File: config.mk
export PLATFORM = sky130hd
export DESIGN_NAME = aes_link_sched
export DESIGN_NICKNAME = d
export VERILOG_FILES = /design/src/rtl/aes_link_pkg.sv /design/src/rtl/aes_link_rxsync.sv /design/src/rtl/aes_link_sched.sv
export SDC_FILE = /design/constraint.sdc
export NUM_CORES = 1
export LEC_CHECK = 0
export CAP_MARGIN = 0
export CORE_MARGIN = 2
export CORE_UTILIZATION = 33
export CTS_CLUSTER_SIZE = 12
export DETAILED_ROUTE_END_ITERATION = 12
export GPL_TIMING_DRIVEN = 1
export MAX_ROUTING_LAYER = met4
export PLACE_DENSITY = 0.63
export RECOVER_POWER = 50
export SYNTH_ARGS = -nofsm -noshare
export SYNTH_HDL_FRONTEND = slang
export SYNTH_SLANG_ARGS = --single-unit
File: constraint.sdc
create_clock -name clk -period 13.54 [get_ports clk]
set_input_delay 1.354 -clock clk [delete_from_list [all_inputs] [get_ports clk]]
set_output_delay 1.354 -clock clk [all_outputs]
set_load 0.01 [all_outputs]
File: src/rtl/aes_link_pkg.sv
// Shared definitions for the AES chip link scheduler: FSM states, transfer sizes
// and a saturating counter helper.
package aes_link_pkg;

  localparam int BLOCK_BYTES = 16;
  localparam int TX_BYTES    = 32;

  typedef enum logic [2:0] {
    IDLE,
    SEND_KEY,
    SEND_PT,
    WAIT_RX,
    CHECK
  } state_e;

  function automatic logic [31:0] sat_inc(input logic [31:0] v);
    return (v == 32'hFFFF_FFFF) ? v : v + 32'd1;
  endfunction

endpackage

File: src/rtl/aes_link_rxsync.sv
// Brings the chip's result strobe and byte into the clk domain through two-flop
// synchronizers and flags each rising edge of the synchronized strobe.
module aes_link_rxsync (
  input  logic       clk,
  input  logic       rst,
  input  logic [7:0] rx_data_i,
  input  logic       rx_stb_i,
  output logic [7:0] data_o,
  output logic       stb_rise_o
);

  logic [1:0] stb_sync_q;
  logic       stb_prev_q;
  logic [7:0] data_meta_q;
  logic [7:0] data_sync_q;

  // The chip holds the byte steady before raising sho, so the bus shares the strobe's latency.
  always_ff @(posedge clk or posedge rst) begin
    if (rst) begin
      stb_sync_q  <= '0;
      stb_prev_q  <= 1'b0;
      data_meta_q <= '0;
      data_sync_q <= '0;
    end else begin
      stb_sync_q  <= {stb_sync_q[0], rx_stb_i};
      stb_prev_q  <= stb_sync_q[1];
      data_meta_q <= rx_data_i;
      data_sync_q <= data_meta_q;
    end
  end

  assign data_o     = data_sync_q;
  assign stb_rise_o = stb_sync_q[1] & ~stb_prev_q;

endmodule

File: src/rtl/aes_link_sched.sv
// Streams key then plaintext to an AES chip, collects the 16-byte result and scores it.
// Define AES_LINK_CMP_EN to enable expected-ciphertext comparison, pass and correct.
module aes_link_sched
  import aes_link_pkg::*;
#(
  parameter int BYTE_DIV   = 250,
  parameter int RX_TIMEOUT = 100000
) (
  input  logic         clk,
  input  logic         rst,
  input  logic         start_i,
  input  logic [127:0] key_i,
  input  logic [127:0] ptext_i,
  input  logic [127:0] expect_i,
  output logic [7:0]   tx_data_o,
  output logic         tx_stb_o,
  input  logic [7:0]   rx_data_i,
  input  logic         rx_stb_i,
  output logic         busy_o,
  output logic         done_o,
  output logic         pass_o,
  output logic         timeout_o,
  output logic [31:0]  total_o,
  output logic [31:0]  correct_o
);

  state_e       state_q, state_d;
  logic [7:0]   tx_data_q, tx_data_d;
  logic         tx_stb_q, tx_stb_d;
  logic [255:0] tx_shift_q, tx_shift_d;
  logic [31:0]  div_q, div_d;
  logic [5:0]   byte_q, byte_d;
  logic [31:0]  to_q, to_d;
  logic [4:0]   rx_cnt_q, rx_cnt_d;
  logic         done_q, done_d;
  logic         pass_q, pass_d;
  logic         timeout_q, timeout_d;
  logic [31:0]  total_q, total_d;
  logic [31:0]  correct_q, correct_d;
  logic [7:0]   rx_byte;
  logic         rx_rise;

`ifdef AES_LINK_CMP_EN
  logic [127:0] exp_q, exp_d;
  logic [127:0] result_q, result_d;
`else
  logic unused_cmp;
  assign unused_cmp = ^{expect_i, rx_byte};
`endif

  aes_link_rxsync u_rxsync (
    .clk       (clk),
    .rst       (rst),
    .rx_data_i (rx_data_i),
    .rx_stb_i  (rx_stb_i),
    .data_o    (rx_byte),
    .stb_rise_o(rx_rise)
  );

  // NOTE: every _d is defaulted first so this block never infers a latch.
  always_comb begin
    state_d    = state_q;
    tx_data_d  = tx_data_q;
    tx_stb_d   = 1'b0;
    tx_shift_d = tx_shift_q;
    div_d      = div_q;
    byte_d     = byte_q;
    to_d       = to_q;
    rx_cnt_d   = rx_cnt_q;
    done_d     = 1'b0;
    pass_d     = pass_q;
    timeout_d  = timeout_q;
    total_d    = total_q;
    correct_d  = correct_q;
`ifdef AES_LINK_CMP_EN
    exp_d      = exp_q;
    result_d   = result_q;
`endif
    unique case (state_q)
      IDLE: begin
        // A start coinciding with the done pulse is deliberately dropped.
        if (start_i && !done_q) begin
          state_d    = SEND_KEY;
          tx_stb_d   = 1'b1;
          tx_data_d  = key_i[127:120];
          tx_shift_d = {key_i[119:0], ptext_i, 8'h00};
          div_d      = '0;
          byte_d     = 6'd1;
`ifdef AES_LINK_CMP_EN
          exp_d      = expect_i;
`endif
        end
      end
      SEND_KEY, SEND_PT: begin
        if (tx_stb_q && byte_q == 6'(TX_BYTES)) begin
          state_d  = WAIT_RX;
          to_d     = '0;
          rx_cnt_d = '0;
        end else if (div_q == 32'(BYTE_DIV - 1)) begin
          div_d      = '0;
          tx_stb_d   = 1'b1;
          tx_data_d  = tx_shift_q[255:248];
          tx_shift_d = {tx_shift_q[247:0], 8'h00};
          byte_d     = byte_q + 6'd1;
          if (byte_q == 6'(BLOCK_BYTES)) state_d = SEND_PT;
        end else begin
          div_d = div_q + 32'd1;
        end
      end
      WAIT_RX: begin
        if (rx_rise) begin
          to_d     = '0;
          rx_cnt_d = rx_cnt_q + 5'd1;
`ifdef AES_LINK_CMP_EN
          result_d = {result_q[119:0], rx_byte};
`endif
          if (rx_cnt_q == 5'(BLOCK_BYTES - 1)) state_d = CHECK;
        end else if (to_q == 32'(RX_TIMEOUT - 1)) begin
          state_d   = IDLE;
          done_d    = 1'b1;
          pass_d    = 1'b0;
          timeout_d = 1'b1;
          total_d   = sat_inc(total_q);
        end else begin
          to_d = to_q + 32'd1;
        end
      end
      CHECK: begin
        state_d   = IDLE;
        done_d    = 1'b1;
        timeout_d = 1'b0;
        total_d   = sat_inc(total_q);
`ifdef AES_LINK_CMP_EN
        pass_d    = (result_q == exp_q);
        if (result_q == exp_q) correct_d = sat_inc(correct_q);
`else
        pass_d    = 1'b0;
`endif
      end
      default: state_d = IDLE;
    endcase
  end

  // NOTE: state updates use non-blocking assignments so every flop samples pre-edge values.
  always_ff @(posedge clk or posedge rst) begin
    if (rst) begin
      state_q    <= IDLE;
      tx_data_q  <= '0;
      tx_stb_q   <= 1'b0;
      tx_shift_q <= '0;
      div_q      <= '0;
      byte_q     <= '0;
      to_q       <= '0;
      rx_cnt_q   <= '0;
      done_q     <= 1'b0;
      pass_q     <= 1'b0;
      timeout_q  <= 1'b0;
      total_q    <= '0;
      correct_q  <= '0;
    end else begin
      state_q    <= state_d;
      tx_data_q  <= tx_data_d;
      tx_stb_q   <= tx_stb_d;
      tx_shift_q <= tx_shift_d;
      div_q      <= div_d;
      byte_q     <= byte_d;
      to_q       <= to_d;
      rx_cnt_q   <= rx_cnt_d;
      done_q     <= done_d;
      pass_q     <= pass_d;
      timeout_q  <= timeout_d;
      total_q    <= total_d;
      correct_q  <= correct_d;
    end
  end

`ifdef AES_LINK_CMP_EN
  always_ff @(posedge clk or posedge rst) begin
    if (rst) begin
      exp_q    <= '0;
      result_q <= '0;
    end else begin
      exp_q    <= exp_d;
      result_q <= result_d;
    end
  end
  assign correct_o = correct_q;
`else
  assign correct_o = '0;
`endif

  assign tx_data_o = tx_data_q;
  assign tx_stb_o  = tx_stb_q;
  assign busy_o    = (state_q != IDLE);
  assign done_o    = done_q;
  assign pass_o    = pass_q;
  assign timeout_o = timeout_q;
  assign total_o   = total_q;

endmodule

After elaboration in Yosys (flattened, before gate mapping):

Cells that the tools add are included.

* $add $sub $neg: 5
* eq/ne operators: 22
* multiplexer cells: 48
* bitwise gates (word level): 2
* reduce and logical (&&, ||, !) cells: 15

Operators with widths (number)
* 256-bit 2-to-1 mux: 3
* 256-bit one-hot mux with 2 select lines: 1
* 32-bit 2-to-1 mux: 9
* 32-bit one-hot mux with 2 select lines: 3
* 32-bit by 1-bit adder with 32-bit output (second input constant): 3
* 32-bit by 17-bit == test with 1-bit output (second input constant): 1
* 32-bit == test (second input constant): 1
* 32-bit by 8-bit == test with 1-bit output (second input constant): 1
* 8-bit 2-to-1 mux: 3
* 3-bit 2-to-1 mux: 7
* 6-bit 2-to-1 mux: 3
* 8-bit one-hot mux with 2 select lines: 1
* 3-bit inequality test (second input constant): 5
* 2-bit inequality test (second input constant): 7
* 6-bit one-hot mux with 2 select lines: 1
* 3-bit AND reduction: 4
* 5-bit 2-to-1 mux: 2
* 5-bit one-hot mux with 2 select lines: 1
* 1-bit 2-to-1 mux: 9
* 3-bit one-hot mux with 3 select lines: 1
* 1-bit one-hot mux with 2 select lines: 4
* 6-bit by 1-bit adder with 6-bit output (second input constant): 1
* 3-bit by 2-bit == test with 1-bit output (second input constant): 2
* 6-bit by 5-bit == test with 1-bit output (second input constant): 1
* other kinds (15): 18

* register bits after elaboration: 381
* word-level logic and storage cells: 106

Depth between registers and ports, before layout:

Gate-level depths: netlist of run 1.

* depth in word-level cells: 5
* mapped depth: 13
* gate-level depth less buffers: 10

Hierarchy:

Synthesis of run 1 repeated with hierarchy kept, for this count alone.

* cell total of the unflattened synthesis: 2042
* area total of the unflattened synthesis: 17961.0 um^2

Modules (own cells, without submodules)
* aes_link_sched: instances 1, cells an instance 2021, area each 17468.0 um^2, seq. area each 9233.9 um^2
* aes_link_rxsync: instances 1, cells an instance 21, area each 493.0 um^2, seq. area each 475.5 um^2

Least setup slack after synthesis of run 1:

OpenSTA, ideal clock, no wires.

* path type: input -> register
* start point: input start_i
* end point: register div_q[31]
* library setup time: 121 ps
* arrival: 2772 ps
* data required time: 13419 ps
* slack: 10647 ps
* cell stages on the path: 8
* buffers on the path: 2
* path through: nor2b_1 > o31ai_1 > or3_1 > clkbuf_1 > clkbuf_1 > nor4_2 > xnor2_1 > nor2_1

* longest elaborated chain between the ends: 3

Ends and longest elaborated chain
* start, declared: line aes_link_sched.sv:11 `input logic start_i,`
* 1-bit logical AND: line aes_link_sched.sv:82 `if (start_i && !done_q) begin`
* 2-bit inequality test (no line)
* 3-bit AND reduction (no line)
* end signal, assigned: line aes_link_sched.sv:165 `div_q <= div_d;`
* end, declared: line aes_link_sched.sv:31 `logic [31:0] div_q, div_d;`

No other way between the ends.
A chain may end at the register's enable or synchronous reset.

==> flow_metrics.env, run 1 <==
export IMPL_synth_compound_area_share_pct=11.96
export IMPL_place_congestion=0.8308
export IMPL_power_leakage_uw=0.009532
export IMPL_grt_util_met2_pct=29.16
export IMPL_critical_path_buf_inv_count=4
export IMPL_grt_max_degree=276
export IMPL_fin_util_pct=41.68
export IMPL_drt_iter0_markers=1243
export IMPL_postSynthAreaPerCell_sq_um=8.657
export IMPL_holdBufCountCts=0
export IMPL_busiest_layer="met2"
export IMPL_fin_worst_skew_ns=0.03014
export IMPL_outcome="complete, but fails checks"
export IMPL_die_x_um=236.2
export IMPL_synth_cell_types=58
export IMPL_postCtsSetupRepairBufs=0
export IMPL_cts_resized=0
export IMPL_synth_top_family_by_area="simple AND/OR/NAND/NOR gates"
export IMPL_clock_path_buffers=3
export IMPL_ant_nets=0
export IMPL_ys_warn_count=0
export IMPL_met3_usage_pct=2.668
export IMPL_grt_pass1_vias=14882
export IMPL_viasPerCell=5.100
export IMPL_fp_dieArea_sq_mm=0.05579
export IMPL_final_area_sq_mm=0.02234
export IMPL_period_share_pct=57.76
export IMPL_cp_cell_sequence="dlygate4sd3_1 > clkinvlp_2 > clkbuf_1 > buf_4"
export IMPL_syn_to_final_growth_pct=25.56
export IMPL_rows=85
export IMPL_cts_tree="done"
export IMPL_numCtsBuffers=43
export IMPL_synth_main_ff_cell="dfrtp_1"
export IMPL_cp_data_arrival_time_ns=8.40
export IMPL_timing_fmax_ghz=0.1279
export IMPL_clkLatencyLatePin_ns=0.59
export IMPL_worst_slew_pin_slew_ns=4.066
export IMPL_synth_seq_area_share_pct=52.32
export IMPL_crit_start="rst"
export IMPL_timing_rr_start="state_q[0]"
export IMPL_syn_inst=2055
export IMPL_synth_simple_gate_area_share_pct=25.25
export IMPL_drc=0
export IMPL_drv_slew=287
export IMPL_grt_overflow_total=0
export IMPL_grt_use_total_pct=18.39
export IMPL_p_total_uw=2510
export IMPL_fin_tns_setup_ns=0
export IMPL_num_nets_final=2680
export IMPL_relSlewSlack_pct=-172.5
export IMPL_synthMuxAreaShare_pct=0.06330
export IMPL_grt_antenna_before_repair=5
export IMPL_gr_usage_met1_pct=24.38
export IMPL_min_from="u_rxsync.stb_sync_q[0]"
export IMPL_rsz0062_at_grt="false"
export IMPL_finalSetupViolations=0
export IMPL_dr_pass1_iters=5
export IMPL_h_tree_depth=2
export IMPL_slowest_stage="clkbuf_1"
export IMPL_maxCapViolCount=4
export IMPL_path_class="input port to async pin"
export IMPL_path_max_fanout=85
export IMPL_wl_per_cell_um=16.80
export IMPL_pin_count=473
export IMPL_synth_xor_area_share_pct=3.495
export IMPL_core_sq_mm=0.05360
export IMPL_powerDensity_mw_per_mm2=112.4
export IMPL_num_vias=15350
export IMPL_placed_cell_area_sq_mm=0.02094
export IMPL_violations="max-capacitance violations, max-slew violations"
export IMPL_cpPeakStageDelay_ns=2.95
export IMPL_synthArstFlopShare_pct=100.0
export IMPL_start_util_pct=33.19
export IMPL_crit_family="buffers and inverters"
export IMPL_die_height_um=236.2
export IMPL_synthAdderAreaFrac_pct=0.5626
export IMPL_synth_edff_count=0
export IMPL_clk_pin_slew_ns=0.06
export IMPL_crit_path_start_kind="input port"
export IMPL_hold_violations=0
export IMPL_drive_gt1_share_pct=3.811
export IMPL_finalWirelength_um=50580
export IMPL_cts_sinks=372
export IMPL_period_needed_ns=7.821
export IMPL_required_ns=14.12
export IMPL_synth_seq_cells=372
export IMPL_dpl_hpwl_um=34160
export IMPL_root_buffer="clkbuf_16"
export IMPL_critPathCaptureType="async pin"
export IMPL_io_buffers=303
export IMPL_hold_class="register to register"
export IMPL_syn_area_sq_mm=0.01779
export IMPL_grt_pass1_wl_um=80900
export IMPL_vdd_ir_drop_max_v=0.00008131
==> worst paths after layout <==
| check | endpoint | slack, ns | cells past startpoint |
|---|---|---|---|
| min reg2reg | u_rxsync.stb_sync_q[1] | 0.36 | 0 |
| max reg2reg | tx_shift_q[254] | 6.68 | 5 |
| min in group asynchronous | tx_shift_q[223] | 2.46 | 2 |
| min | u_rxsync.stb_sync_q[1] | 0.36 | 0 |
| max in group clk | tx_shift_q[254] | 6.68 | 5 |
| max | to_q[11] | 5.72 | 4 |
==> state kept, by name (all words and copies together), names as in the netlist <==
| name | count |
|---|---|
| tx_shift_q | 248 |
| div_q | 32 |
| to_q | 32 |
| timeout_o | 1 |
| tx_stb_o | 1 |
| byte_q | 6 |
| state_q | 3 |
| rx_cnt_q | 5 |
| total_o | 32 |
| tx_data_o | 8 |
| u_rxsync.stb_prev_q | 1 |
| done_o | 1 |
| u_rxsync.stb_sync_q | 2 |
==> stage by stage <==
stage	cells	setup WS (ns)	hold slack, ns
floorplan	2087	1.855	0.3312
global placement	2927	8.325	0.3433
detailed placement	2927	8.269	0.3440
CTS	3005	8.871	0.3556
global route	3010	4.220	0.3746
finish	3010	5.719	0.3566
==> cells in the final DEF (no fill, tap or decap), drive strengths merged, types with 6 or more instances in the layout <==
master,instances
a21oi,19
a22o,10
a31oi,253
and3,13
and4,10
buf,8
clkbuf,73
clkdlybuf4s50,257
conb,33
dfrtp,372
dlygate4sd3,46
ha,8
inv,26
nand2,545
nand3,41
nand4,25
nor2,321
nor3,38
nor4,28
o21ai,30
o31ai,7
or2,6
or3,15
xnor2,55
xor2,16
==> layout make-up <==
cell class / instances / area, sq um
flip-flops and latches: 372 / 9309
repair buffers: 316 / 3137
diodes: 5 / 12.51
inverters: 25 / 111.4
fillers: 5349 / 31260
clock inverters: 10 / 123.9
multi-input cells: 1518 / 7475
well taps: 696 / 870.8
clock buffers: 68 / 1300
==> kinds of logic (layout without fill, tap and decap cells) <==
group                      after synthesis  in the layout
and+or+nand+nor                       1066           1066
DFF                                    372            372
AOI/OAI and AO/OA                      339            339
buffers and inverters                  197            419
xor gates and xnor gates                71             71
adders and majority gates                8              8
other                                    1             38
muxes                                    1              1
==> worst reg2reg max path, stage by stage (launching register included) <==
cell and delay (ns):
dfrtp_1 0.50, xnor2_1 0.23, nor2_1 2.42, clkbuf_1 2.62, nand2_1 0.66, a31oi_1 0.36
==> report_power, final <==
| part | internal, uW | leakage [uW] | switching [uW] |
|---|---|---|---|
| registers | 1150 | 0.00458 | 23.6 |
| logic | 96.7 | 0.00426 | 76.0 |
| clock network | 682 | 0.000691 | 480 |
| total | 1930 | 0.00953 | 580 |
==> synthesized netlist by cell type (all sizes together), types with 2 or more instances <==
cell type | n | area, sq um
o211ai | 2 | 15.01
ha | 8 | 100.1
and4 | 10 | 87.58
nor3 | 38 | 206.5
nand2b | 5 | 31.28
or2 | 6 | 37.54
and3 | 13 | 81.33
a31oi | 253 | 1583
nor4 | 28 | 200.2
nand2 | 545 | 2046
and2 | 2 | 12.51
buf | 100 | 755.7
o21ai | 30 | 150.1
xnor2 | 55 | 481.7
nor2 | 321 | 1205
o22ai | 3 | 18.77
a22o | 10 | 87.58
nand3b | 2 | 15.01
clkbuf | 72 | 270.3
nand3 | 41 | 205.2
o31ai | 7 | 52.55
a21oi | 19 | 95.09
nand4 | 25 | 156.4
xor2 | 16 | 140.1
a211oi | 2 | 15.01
nor2b | 4 | 25.02
or3 | 15 | 93.84
a21o | 2 | 15.01
or4 | 4 | 30.03
dfrtp | 372 | 9309
o21bai | 2 | 15.01
nor3b | 3 | 22.52
inv | 24 | 90.09
==> layer usage <==
metal | vias up | part of all wire [%]
met5 | - | 0
met4 | 0 | 2.4
met3 | 78 | 5.4
met2 | 401 | 48
met1 | 7507 | 44
li1 | 7364 | -
Note: power is estimated with default switching activity, not from simulation.
==> inputs of run 2 (changes only) <==
--- a/config.mk
+++ b/config.mk
@@ -12,7 +12,7 @@
 export DETAILED_ROUTE_END_ITERATION = 12
 export GPL_TIMING_DRIVEN = 1
 export MAX_ROUTING_LAYER = met4
-export PLACE_DENSITY = 0.63
+export PLACE_DENSITY = 0.65
 export RECOVER_POWER = 50
 export SYNTH_ARGS = -nofsm -noshare
 export SYNTH_HDL_FRONTEND = slang
==> constraint.sdc (replaced) <==
create_clock -name clk -period 6.8 [get_ports clk]
set_input_delay 0.68 -clock clk [delete_from_list [all_inputs] [get_ports clk]]
set_output_delay 0.68 -clock clk [all_outputs]
set_load 0.01 [all_outputs]
==> flow_metrics.env, run 2 (same netlist as run 1, synthesis figures left out) <==
export IMPL_multiInputGateArea_sq_mm=0.007482
export IMPL_die_height_um=236.2
export IMPL_fillers=5277
export IMPL_required_ns=6.79
export IMPL_fin_tns_setup_ns=0
export IMPL_clk_pin_slew_ns=0.06
export IMPL_core_sq_mm=0.05360
export IMPL_holdBufCountCts=0
export IMPL_h_tree_depth=2
export IMPL_dr_pass1_iters=5
export IMPL_num_vias=15319
export IMPL_relSlewSlack_pct=-102.6
export IMPL_die_x_um=236.2
export IMPL_placed_cell_area_sq_mm=0.02099
export IMPL_rows=85
export IMPL_m1WireLength_um=21810
export IMPL_wl_per_cell_um=16.22
export IMPL_num_nets_final=2681
export IMPL_worst_slew_pin_slew_ns=3.039
export IMPL_fin_worst_skew_ns=0.02869
export IMPL_maxCapViolCount=2
export IMPL_io_buffers=303
export IMPL_outcome="complete, but fails checks"
export IMPL_vdd_ir_drop_max_v=0.0001564
export IMPL_finalNonFillerCells=3006
export IMPL_path_max_fanout=119
export IMPL_ant_nets=0
export IMPL_crit_path_start_kind="input port"
export IMPL_cts_sinks=372
export IMPL_grt_antenna_before_repair=5
export IMPL_grt_max_degree=317
export IMPL_grt_pass1_vias=14648
export IMPL_largest_register="tx_shift_q"
export IMPL_numCtsBuffers=44
export IMPL_syn_to_final_growth_pct=25.57
export IMPL_finalWirelength_um=48750
export IMPL_wl_met3_um=2509
export IMPL_cts_resized=0
export IMPL_fin_util_pct=41.68
export IMPL_postCtsSetupRepairBufs=0
export IMPL_grt_pass1_wl_um=77710
export IMPL_final_cell_mix="nand2_1, dfrtp_1, nor2_1, clkdlybuf4s50_1, a31oi_1"
export IMPL_drv_slew=222
export IMPL_viasPerCell=5.096
export IMPL_hold_class="register to register"
export IMPL_powerDensity_mw_per_mm2=222.0
export IMPL_period_needed_ns=4.409
export IMPL_rsz0062_at_grt="false"
export IMPL_finalSetupViolations=0
export IMPL_clkLatencyLatePin_ns=0.56
export IMPL_grt_use_total_pct=17.54
export IMPL_dp_cells=2927
export IMPL_drt_iter0_markers=1269
export IMPL_power_leakage_uw=0.009552
export IMPL_grt_overflow_total=0
export IMPL_fp_dieArea_sq_mm=0.05579
export IMPL_pin_count=473
export IMPL_largest_reg_flops=248
export IMPL_met2RoutedLength_um=22840
export IMPL_top_layer="met4"
export IMPL_place_congestion=0.8447
export IMPL_mostFrequentLayoutCell="nand2_1"
export IMPL_critPathCaptureType="async pin"
export IMPL_start_util_pct=33.19
export IMPL_p_total_uw=4960
export IMPL_register_area_sq_mm=0.009309
export IMPL_drc=0
export IMPL_cts_tree="done"
export IMPL_root_buffer="clkbuf_16"
export IMPL_violations="max-capacitance violations, max-slew violations"
export IMPL_hold_violations=0
export IMPL_drive_gt1_share_pct=4.078
export IMPL_clock_path_buffers=3
export IMPL_timing_fmax_ghz=0.2268
export IMPL_period_share_pct=64.84
export IMPL_cp_data_arrival_time_ns=4.40
export IMPL_dpl_hpwl_um=32340
export IMPL_path_class="input port to async pin"
export IMPL_final_area_sq_mm=0.02234
## run 2: cell type report
cell class	instances	share of cell area [%]
Clock buffer	62	5.724
Multi-Input combinational cell	1518	33.49
Clock inverter	12	0.4817
Inverter	25	0.4985
Timing Repair Buffer	316	14.18
Antenna cell	5	0.05601
Sequential cell	372	41.67
Tap cell	696	3.898
## run 2: layer usage
metal	vias to the layer above	track usage, %
met1	7422	23.29
met4	0	6.789
met3	98	2.598
met2	428	27.15
li1	7371	-
met5	-	-
## run 2: critical path, cell delays in order
cell           delay [ns]
dlygate4sd3_1        0.55
clkinvlp_2           0.79
clkbuf_2             2.21
## run 2: power breakdown
part	switching [uW]	internal (uW)
logic	146	192
registers	46.2	2290
clock network	939	1340
total	1130	3830
## run 2: metrics by stage
step | setup slack [ns] | hold WS, ns
after global placement | 2.333 | 0.3405
after global routing | 1.585 | 0.3719
final | 2.391 | 0.3580
after detailed placement | 2.255 | 0.3549
after CTS | 2.598 | 0.3667
after floorplan | 1.126 | 0.3312
## run 2: path summary, 6_finish.rpt
path,slack (ns),to,startpoint,cells past startpoint
worst max-delay path,2.39,tx_shift_q[48],rst,3
worst min-delay path,0.36,u_rxsync.stb_sync_q[1],u_rxsync.stb_sync_q[0],0
worst max register to register,2.41,tx_shift_q[155],state_q[0],9
worst min register to register,0.36,u_rxsync.stb_sync_q[1],u_rxsync.stb_sync_q[0],0
max in group clk,2.41,tx_shift_q[155],state_q[0],9
min in group asynchronous,0.88,u_rxsync.stb_sync_q[0],rst,2
==> edit: new RTL, config.mk and constraints of run 2 <==
Put one more register stage on the output `total_o`. The value now appears one clock later. The other outputs are not delayed to match.
--- a/src/rtl/aes_link_sched.sv
+++ b/src/rtl/aes_link_sched.sv
@@ -195,7 +195,9 @@
   assign done_o    = done_q;
   assign pass_o    = pass_q;
   assign timeout_o = timeout_q;
-  assign total_o   = total_q;
+  always_ff @(posedge clk) begin
+    total_o <= total_q;
+  end
 
 endmodule
 
Function: same outputs for any inputs over 4 cycles, from zero or initial values and one cycle with rst high; that may be too few to reach the edited logic, so the function may still have changed.
==> edit against run 2 <==
- sequential share of layout area rose by 1.5 points
- final cell count is 0.83% higher
- synthesized cell count unchanged
- routed wire length up 5.3%
- hold slack lost 0.010 ns
- global-route usage increased by 0.58 points
- sequential cell count rose by 32
- worst setup slack worse by 0.52 ns
- the run still ends with max-capacitance violations, max-slew violations left
- synthesized area up 2.6%
- utilization up 0.36 points
- cell area rose by 3.3%
- register-to-register slack got worse by 0.54 ns
Power is not compared: it rests on default switching activity, and its combinational part moved more than twofold at a synthesized area within 25%.
==> edit: results <==
group,metric,value,unit
status,outcome,"complete, but fails checks",
status,failed_checks,"max-capacitance violations, max-slew violations",
run,cap_violations,2,
critical_path,cp_data_arrival_time,5.38,ns
timing,slew_violations,177,
final_layout,fin_nets,2687,
grt,grt_usage,18.1,%
yosys,synth.area.top_cells,"dfrtp_1 51%, nor3_1 14%, nor2_1 12%",
final_layout,drive_above_1_share,4.40,%
grt,grt_pass1_wl,81300,um
routing,wl_per_cell,16.9,um
critical_path,critPathMaxStageDelay,1.25,ns
critical_path,cp_slowest_cell,"nor4_1",
grt,first_global_vias,15269,
final_layout,final-seq-area,0.00995,mm2
place,dpl_cell_area,0.0216,mm2
timing,relSlewSlack,-56.9,%
place,gp_congestion,0.840,
yosys,ys_seq_area_share,54.5,%
yosys,yosys-top-cells-count,"571 x nor2_1, 513 x nor3_1, 372 x dfrtp_1",
routing,vias_per_cell,5.09,
critical_path,crit_path_max_fanout,163,
timing,skew,0.0157,ns
yosys,synth_cell_types,56,
grt,grt_max_degree,203,
edit: kinds of logic after synthesis:
group | Yosys count | share of synthesized area [%]
buf+inv | 187 | 5.34
fa+ha+maj | 8 | 0.548
xor+xnor | 78 | 3.78
simple gates | 1296 | 32.8
flops | 404 | 54.5
other cells | 1 | 0.0205
compound gates | 78 | 2.87
mux | 3 | 0.178
edit: final cells by class:
type | count | area share, %
repair buffers | 318 | 13.8
clock inverters | 17 | 0.651
diodes | 9 | 0.0976
inverters | 17 | 0.315
well taps | 704 | 3.82
multi-input cells | 1496 | 32.3
flip-flops and latches | 404 | 43.1
clock buffers | 66 | 5.89
edit: metrics by stage:
stage | power (uW) | instances | setup WS (ns)
after global routing | 10100 | 3030 | 1.53
after global placement | 6920 | 2939 | 2.28
after CTS | 9560 | 3022 | 2.66
after floorplan | 6100 | 2087 | 1.13
after detailed placement | 7020 | 2939 | 2.24
final | 9410 | 3031 | 1.87
edit: worst paths after layout:
path | slack [ns] | to | from
min in group asynchronous | 0.72 | tx_shift_q[144] | rst
min reg2reg | 0.35 | u_rxsync.stb_sync_q[1] | u_rxsync.stb_sync_q[0]
min | 0.35 | u_rxsync.stb_sync_q[1] | u_rxsync.stb_sync_q[0]
max | 1.87 | tx_shift_q[103] | byte_q[0]
max in group asynchronous | 2.26 | tx_shift_q[106] | rst
max reg2reg | 1.87 | tx_shift_q[103] | byte_q[0]
edit: power groups by stage:
stage | Combinational, uW | Sequential, uW | Clock [uW]
6_report | 3090 | 3840 | 2480
5_1_grt | 3500 | 3950 | 2650
4_1_cts | 3170 | 3840 | 2560
3_5_place_dp | 3150 | 3870 | 0
3_3_place_gp | 3070 | 3850 | 0
2_1_floorplan | 2390 | 3710 | 0
edit: layer usage:
metal  up-vias  global-route usage, %
li1       7410                      -
met1      7539                   23.6
met2       396                   28.1
met3        94                   4.17
met4         0                   5.74
met5         -                      -
